$ cat src/rtl/dma_channel_requester.sv
// Per-channel DMA requester: splits a transfer into bursts and requests the shared engine for each.
// Optional DMA_CH_4K_SPLIT_EN keeps every burst inside a 4 KB page for both source and destination.
module dma_channel_requester #(
  parameter int ADDR_WIDTH = 32,
  parameter int LEN_WIDTH  = 16,
  parameter int MAX_BURST  = 16
) (
  input  logic                  clk,
  input  logic                  rst_n,
  input  logic                  cfg_start,
  input  logic                  cfg_abort,
  input  logic [ADDR_WIDTH-1:0] cfg_src,
  input  logic [ADDR_WIDTH-1:0] cfg_dst,
  input  logic [LEN_WIDTH-1:0]  cfg_len,
  input  logic [1:0]            cfg_priority,
  output logic                  channel_request,
  output logic [1:0]            channel_priority,
  input  logic                  channel_grant,
  output logic                  eng_start,
  output logic [ADDR_WIDTH-1:0] eng_src,
  output logic [ADDR_WIDTH-1:0] eng_dst,
  output logic [7:0]            eng_beats,
  input  logic                  engine_done,
  input  logic                  engine_error,
  output logic                  busy,
  output logic [LEN_WIDTH-1:0]  remaining,
  output logic                  done_irq,
  output logic                  error_irq
);

  typedef enum logic [2:0] {S_IDLE, S_REQ, S_ISSUE, S_WAIT, S_FIN} state_t;

  state_t                state, state_nx;
  logic [ADDR_WIDTH-1:0] src, dst;
  logic                  abort_pend;
  logic                  done_nx, err_nx;
  logic [LEN_WIDTH-1:0]  rem_after;
  logic [31:0]           rem_ext, lim, burst;

  assign rem_after = remaining - LEN_WIDTH'(eng_beats);

  // Beat count for the next burst, sized wide enough for the 1024-word page limit.
  always_comb begin
    rem_ext = 32'(remaining);
    lim     = 32'(MAX_BURST);
`ifdef DMA_CH_4K_SPLIT_EN
    if (32'd1024 - 32'(src[11:2]) < lim) lim = 32'd1024 - 32'(src[11:2]);
    if (32'd1024 - 32'(dst[11:2]) < lim) lim = 32'd1024 - 32'(dst[11:2]);
`endif
    burst = (rem_ext < lim) ? rem_ext : lim;
  end

  always_ff @(posedge clk or negedge rst_n) begin
    if (!rst_n) state <= S_IDLE;
    else        state <= state_nx;
  end

  always_comb begin
    state_nx = state;
    done_nx  = 1'b0;
    err_nx   = 1'b0;
    case (state)
      S_IDLE: begin
        if (cfg_start) begin
          if (cfg_len != '0) state_nx = S_REQ;
          else               done_nx  = 1'b1;
        end
      end
      S_REQ: begin
        if (cfg_abort) begin
          state_nx = S_IDLE;
          err_nx   = 1'b1;
        end else if (channel_grant) begin
          state_nx = S_ISSUE;
        end
      end
      S_ISSUE: state_nx = S_WAIT;
      S_WAIT: begin
        // Error wins over done; a pending abort turns a done into an error exit.
        if (engine_error || (engine_done && (abort_pend || cfg_abort))) begin
          state_nx = S_IDLE;
          err_nx   = 1'b1;
        end else if (engine_done) begin
          state_nx = (rem_after == '0) ? S_FIN : S_REQ;
        end
      end
      S_FIN:   state_nx = S_IDLE;
      default: state_nx = S_IDLE;
    endcase
  end

  always_ff @(posedge clk or negedge rst_n) begin
    if (!rst_n) begin
      src              <= '0;
      dst              <= '0;
      abort_pend       <= 1'b0;
      channel_request  <= 1'b0;
      channel_priority <= 2'd0;
      eng_start        <= 1'b0;
      eng_src          <= '0;
      eng_dst          <= '0;
      eng_beats        <= 8'd0;
      busy             <= 1'b0;
      remaining        <= '0;
      done_irq         <= 1'b0;
      error_irq        <= 1'b0;
    end else begin
      channel_request <= (state_nx == S_REQ);
      eng_start       <= (state_nx == S_ISSUE);
      busy            <= (state_nx != S_IDLE);
      done_irq        <= done_nx || (state_nx == S_FIN);
      error_irq       <= err_nx;

      if (state == S_IDLE && cfg_start && cfg_len != '0) begin
        src              <= {cfg_src[ADDR_WIDTH-1:2], 2'b00};
        dst              <= {cfg_dst[ADDR_WIDTH-1:2], 2'b00};
        remaining        <= cfg_len;
        channel_priority <= cfg_priority;
      end
      if (state == S_REQ && state_nx == S_ISSUE) begin
        eng_src   <= src;
        eng_dst   <= dst;
        eng_beats <= burst[7:0];
      end
      if (state == S_WAIT && engine_done && !engine_error) begin
        src       <= src + (ADDR_WIDTH'(eng_beats) << 2);
        dst       <= dst + (ADDR_WIDTH'(eng_beats) << 2);
        remaining <= rem_after;
      end
      if ((state == S_ISSUE || state == S_WAIT) && cfg_abort) abort_pend <= 1'b1;
      if (state_nx == S_IDLE) abort_pend <= 1'b0;
    end
  end

endmodule

$ cat config.mk
export PLATFORM = sky130hd
export DESIGN_NAME = dma_channel_requester
export DESIGN_NICKNAME = d
export VERILOG_FILES = /design/src/rtl/dma_channel_requester.sv
export SDC_FILE = /design/constraint.sdc
export NUM_CORES = 1
export LEC_CHECK = 0
export CORE_ASPECT_RATIO = 2
export CORE_MARGIN = 4
export CORE_UTILIZATION = 55
export CTS_CLUSTER_DIAMETER = 60
export DETAILED_ROUTE_END_ITERATION = 10
export GPL_ROUTABILITY_DRIVEN = 0
export PLACE_DENSITY_LB_ADDON = 0.2
export SLEW_MARGIN = 5
export SYNTH_ARGS = -nofsm -noshare
export SYNTH_HDL_FRONTEND = slang
export SYNTH_SLANG_ARGS = --single-unit
export TNS_END_PERCENT = 30
$ cat constraint.sdc
create_clock -name clk -period 5.35 [get_ports clk]
set_input_delay 1.07 -clock clk [delete_from_list [all_inputs] [get_ports clk]]
set_output_delay 1.07 -clock clk [all_outputs]
set_load 0.01 [all_outputs]
==> metrics.txt, run 1 <==
die height=roughly 180 um; Max Transition Viols Final=0; CP top delay family=simple AND/OR/NAND/NOR gates; P_leak=about 4.8 nW; Slew @ Worst Pin=around 1000 ps; share of the synthesized area in the top cell type=46.7%; DRT Pass-1 Iters=7; #FFs+latches synth=around 160; Routed Wire Length=between 20,000 and 25,000 um; Chip Width=~95 um; Worst EP arrival=between 3000 and 4000 ps; CP bufs+invs=2; min cycle time layout=3570 ps; area grow syn2layout=30.4%; Hold Path Class=register to register; RSZ-0062 raised after global routing=no; WL/cell=around 19 um; Post-DRT Antenna Nets=0; Worst-Skew Late Latency=about 430 ps; Slew headroom=approximately a third; Die Area=about 17,000 um^2; commonest non-fill, non-tap cell in the layout=nand2_1; met3 usage=4.48%; most frequent cells in the layout=nand2_1 (248), clkdlybuf4s50_1 (174), dfrtp_1 (155); Post-DP HPWL=around 18,000 um; Primary FF master, synth=dfrtp_1; Post-CTS Hold Buffers=0; GR Layer Usage met1=about a third; first-pass GRT wire length=~40,000 um; sequential fraction of the synthesis area=46.7%; Starting DRT DRC Count=slightly below 600; DRC viols=0; Crit path required time=about 5700 ps; FP Rows=63; via count=7,977; final worst setup slack=~1800 ps; highest-delay cell along the critical path=nor4_1; Unique masters post-synth=between 70 and 80; Max clock buf depth=2; crit share post-route=about two thirds; Worst VDD drop=392 uV; Worst path max stage delay=just over 700 ps; ys async rst share=100%; clk slew on worst S/H paths=60 ps; Avg Synthesized Cell Area=8.69 um^2; skew final=14.5 ps; DP Worst Slack=about 1300 ps; vias in the first global route=between 8,000 and 9,000; initial antenna violation count=1; synth top area cells=dfrtp_1 (47%), nand2_1 (11%), ha_1 (3.6%), o21ai_0 (3.5%), nor2_1 (2.7%); setup TNS=0 ps; startpoint types=input pin; largest net degree at the start of global routing=74; Synth warnings=0; Hold Vio Cnt, Final=0; Nets=around 1,200; CTS tree=yes; fraction of layout cells with a size suffix above 1=under 10%; Pwr Density=577 nW/um^2; Final setup viols=0; PortBufs=175; Clock Sinks=155; Total Power=roughly 6.2 mW; CTS H-tree lvls=4; critical setup path kind=input pin to register; Design Area, Final=about 11,000 um^2; initial core utilization=56.0%; clk root buf=clkbuf_16; worst-path cell chain=clkdlybuf4s50_1 -> nor4_1 -> nand4_1 -> and2_2 -> nor2_2 -> buf_4 -> a21oi_1 -> o21ai_0; max_cap viols=0; I/O Pins=184; r2r setup slk=around 2000 ps; post-synth top area cell=dfrtp_1; fmax=around 0.28 GHz; DR vias/cell=6.02; GR peak layer=met2; Num CTS Buffers=17; Post CTS Setup Buffer Count=0; CP Max Fanout=14; Worst Setup End Kind=register; status=complete, no violations; Core ar.=14,800 um^2; met2 Track Usage GR=53.7%; gr usage total=29.7%; Cell Area, Placed=approximately 10,000 um^2; Gates resized, CTS repair=0; Overflow after GRT=0; Synth Cell Area=roughly 8300 um^2; Synth Instances=between 900 and 1,000; EDFF count, synth=0
[per-stage QoR]
| step | std cells | hold WS, ps | util (%) |
|---|---|---|---|
| after CTS | 1325 | 478 | 73.0 |
| after global routing | 1326 | 506 | 73.0 |
| final | 1326 | 473 | 73.0 |
| after global placement | 1293 | 456 | 69.1 |
| after detailed placement | 1293 | 462 | 69.1 |
| after floorplan | 958 | 447 | - |
[flip-flops by register name (all words and copies together) (netlist names)]
signal,cells
remaining,16
eng_beats,8
src,30
channel_priority,2
abort_pend,1
busy,1
eng_src,30
dst,30
channel_request,1
eng_dst,30
state,3
eng_start,1
done_irq,1
error_irq,1
[cells in the mapped netlist (all sizes together), types with 12 or more instances]
library cell / n
nand2: 249
dfrtp: 155
nor2: 59
o21ai: 59
clkbuf: 44
a21oi: 36
inv: 32
nor3: 28
ha: 24
nand3: 24
a221o: 16
o311ai: 15
a21o: 13
o211ai: 13
and3: 12
[final cells by class]
type	count	area [um^2]
inverters	33	124
repair buffers	192	1880
clock inverters	14	153
well taps	195	244
clock buffers	18	429
multi-input cells	718	4110
diodes	1	2.50
fillers	1187	4000
flip-flops and latches	155	3880
[cell families (layout without fill, tap and decap cells)]
logic type	count (synthesis)	after routing	share of synthesized area [%]
simple gates	436	436	23.4
other cells	1	5	0.0452
compound gates	235	235	19.7
flops	155	155	46.7
xor+xnor	12	12	1.27
mux	4	4	0.498
fa+ha+maj	27	27	4.34
buf+inv	85	257	4.04
[layer usage]
metal	vias up	share of wire, %
met5	-	0
met4	0	4.7
met3	85	5.3
met2	324	55
met1	3846	35
li1	3722	-
[worst min-delay path, stage by stage, from the launching register on]
cell and delay (ps):
dfrtp_1 340, nand2_1 50, nand2_1 50
[where the power goes]
group,internal (mW),switching (mW)
Clock,0.660,0.540
Combinational,1.34,1.49
Sequential,1.70,0.510
[final timing paths]
check | from | endpoint | depth (start not counted)
max in group asynchronous | rst_n | src[20] | 2
setup reg to reg | eng_beats[1] | state[0] | 10
hold / removal | eng_dst[19] | eng_dst[19] | 2
hold reg to reg | eng_dst[19] | eng_dst[19] | 2
min in group asynchronous | rst_n | eng_dst[25] | 1
setup / recovery | cfg_len[0] | src[12] | 8
No activity file was read; power rests on OpenSTA's default activity.
==> run 2: changes to the inputs <==
--- a/config.mk
+++ b/config.mk
@@ -7,7 +7,7 @@
 export LEC_CHECK = 0
 export CORE_ASPECT_RATIO = 2
 export CORE_MARGIN = 4
-export CORE_UTILIZATION = 55
+export CORE_UTILIZATION = 46
 export CTS_CLUSTER_DIAMETER = 60
 export DETAILED_ROUTE_END_ITERATION = 10
 export GPL_ROUTABILITY_DRIVEN = 0
==> constraint.sdc (replaced) <==
create_clock -name clk -period 3.1 [get_ports clk]
set_input_delay 0.62 -clock clk [delete_from_list [all_inputs] [get_ports clk]]
set_output_delay 0.62 -clock clk [all_outputs]
set_load 0.01 [all_outputs]
==> metrics.txt, run 2 (synthesis gave the netlist of run 1 again) <==
Clock Sinks=155 (unchanged); RSZ-0062 raised after global routing=yes; Nets=1,268 (+2.8%); first-pass GRT wire length=40,100 um (+0.29%); Cells after DPL=1,345 (+4.0%); Post-DRT Antenna Nets=0 (unchanged); DR vias/cell=5.76 (-4.2%); Hold Path Class=input pin to asynchronous set/reset pin; clk slew on worst S/H paths=70 ps (about the same); via count=7,946 (-0.39%); Slew @ Worst Pin=790 ps (-212 ps); Num CTS Buffers=17 (unchanged); Worst VDD drop=512 uV (+31%); max_cap viols=0 (unchanged); Starting DRT DRC Count=375 (-36%); Final setup viols=0 (unchanged); Chip Width=103 um (+8.6%); Crit path required time=3420 ps (-2270 ps); Hold Vio Cnt, Final=0 (unchanged); initial core utilization=46.7% (-9.3 points); worst-path cell chain=inv_1 -> ha_1 -> and3b_1 -> o211ai_1 -> nand2_1 -> or4b_2 -> o211a_1 -> o41ai_2 -> a21boi_1 -> or2_1; Max Transition Viols Final=0 (unchanged); Worst Setup End Kind=register; CTS tree=yes; crit share post-route=~97%; Max clock buf depth=2 (unchanged); CP top delay family=simple AND/OR/NAND/NOR gates; WHS=186 ps (-287 ps); Critical R2R Launch=eng_beats[1]; highest-delay cell along the critical path=or4b_2; I/O Pins=184 (unchanged); r2r setup slk=100 ps (-1890 ps); Cell Area, Placed=10,600 um^2 (+3.6%); reg-to-reg endpoint=state[0]; non-filler cells, final=1,379 (+4.0%); Die Area=20,400 um^2 (+18%); fraction of layout cells with a size suffix above 1=9.71% (+3.7 points); Worst-Skew Late Latency=430 ps (about the same); min cycle time layout=approximately 3000 ps; CP Max Fanout=4 (-10); Worst EP arrival=3320 ps (-590 ps); status=complete, no violations; Post-CTS Hold Buffers=0 (unchanged); Slew headroom=46.8% (+14 points); WL/cell=18.5 um (-1.6%); Design Area, Final=11,300 um^2 (+4.1%); most frequent cells in the layout=nand2_1 (248), clkdlybuf4s50_1 (174), dfrtp_1 (154); R2R depth=10 (unchanged); fmax=approximately 0.33 GHz; vias in the first global route=8,040 (-2.9%); Post-DP HPWL=18,800 um (+5.8%); largest net degree at the start of global routing=64 (-14%); P_leak=5.03 nW (+4.8%); FILL cells=1,533 (+29%); gr usage total=25.5% (-4.2 points); PortBufs=175 (unchanged); CP bufs+invs=1 (-1); Core ar.=17,800 um^2 (+20%); critical setup path kind=register to register; Routed Wire Length=25,500 um (+2.3%); Worst path max stage delay=620 ps (-90 ps); initial antenna violation count=2 (+1); commonest non-fill, non-tap cell in the layout=nand2_1; Overflow after GRT=0 (unchanged); DRC viols=0 (unchanged); die height=198 um (+8.9%); area grow syn2layout=35.7%; skew final=9.15 ps (-5.32 ps); FP Rows=69 (+9.5%); Pwr Density=992 nW/um^2 (+72%); startpoint types=register; DRT Pass-1 Iters=5 (-2); clk root buf=clkbuf_16; CTS H-tree lvls=4 (unchanged)
run 2: final cells by class:
type	instances	area (um^2)	share of cell area, %
diodes	2	5.00	0.0444
clock buffers	19	453	4.02
clock inverters	12	140	1.24
inverters	33	124	1.10
multi-input cells	718	4160	37.0
flip-flops and latches	155	3880	34.5
well taps	213	267	2.37
repair buffers	227	2230	19.8
run 2: repair_timing:
action,4_1_cts,5_1_grt
resized for setup,0,16
setup endpoints to repair,0,22
buffers inserted,0,1
run 2: routing by layer:
metal / GRT usage [%] / part of all wire [%]
met5: 0 / 0
met4: 13.1 / 4.8
met3: 5.22 / 5.0
met2: 45.6 / 54
met1: 27.5 / 36
run 2: how the worst max path moves through the flow:
| stage | start | depth (start not counted) | end |
|---|---|---|---|
| after floorplan | eng_beats[7] | 11 | state[0] |
| after global placement | eng_beats[0] | 11 | src[28] |
| after detailed placement | eng_beats[0] | 10 | state[0] |
| after CTS | eng_beats[4] | 10 | state[0] |
| after global routing | eng_beats[1] | 11 | src[29] |
| final | eng_beats[1] | 10 | state[0] |
run 2: power by group:
group | internal, mW | switching, mW
Combinational | 2.61 | 2.72
Sequential | 2.94 | 0.814
Clock | 1.23 | 0.867
run 2: through the flow:
stage	worst slack, ps	power [mW]	utilization (%)	setup TNS [ps]
6_report	99.1	11.2	63.3	0
5_1_grt	-59.8	11.9	63.3	-147
3_5_place_dp	36.6	9.01	59.6	0
3_3_place_gp	89.0	8.88	59.6	0
4_1_cts	27.7	11.2	62.9	0
2_1_floorplan	131	6.52	-	0
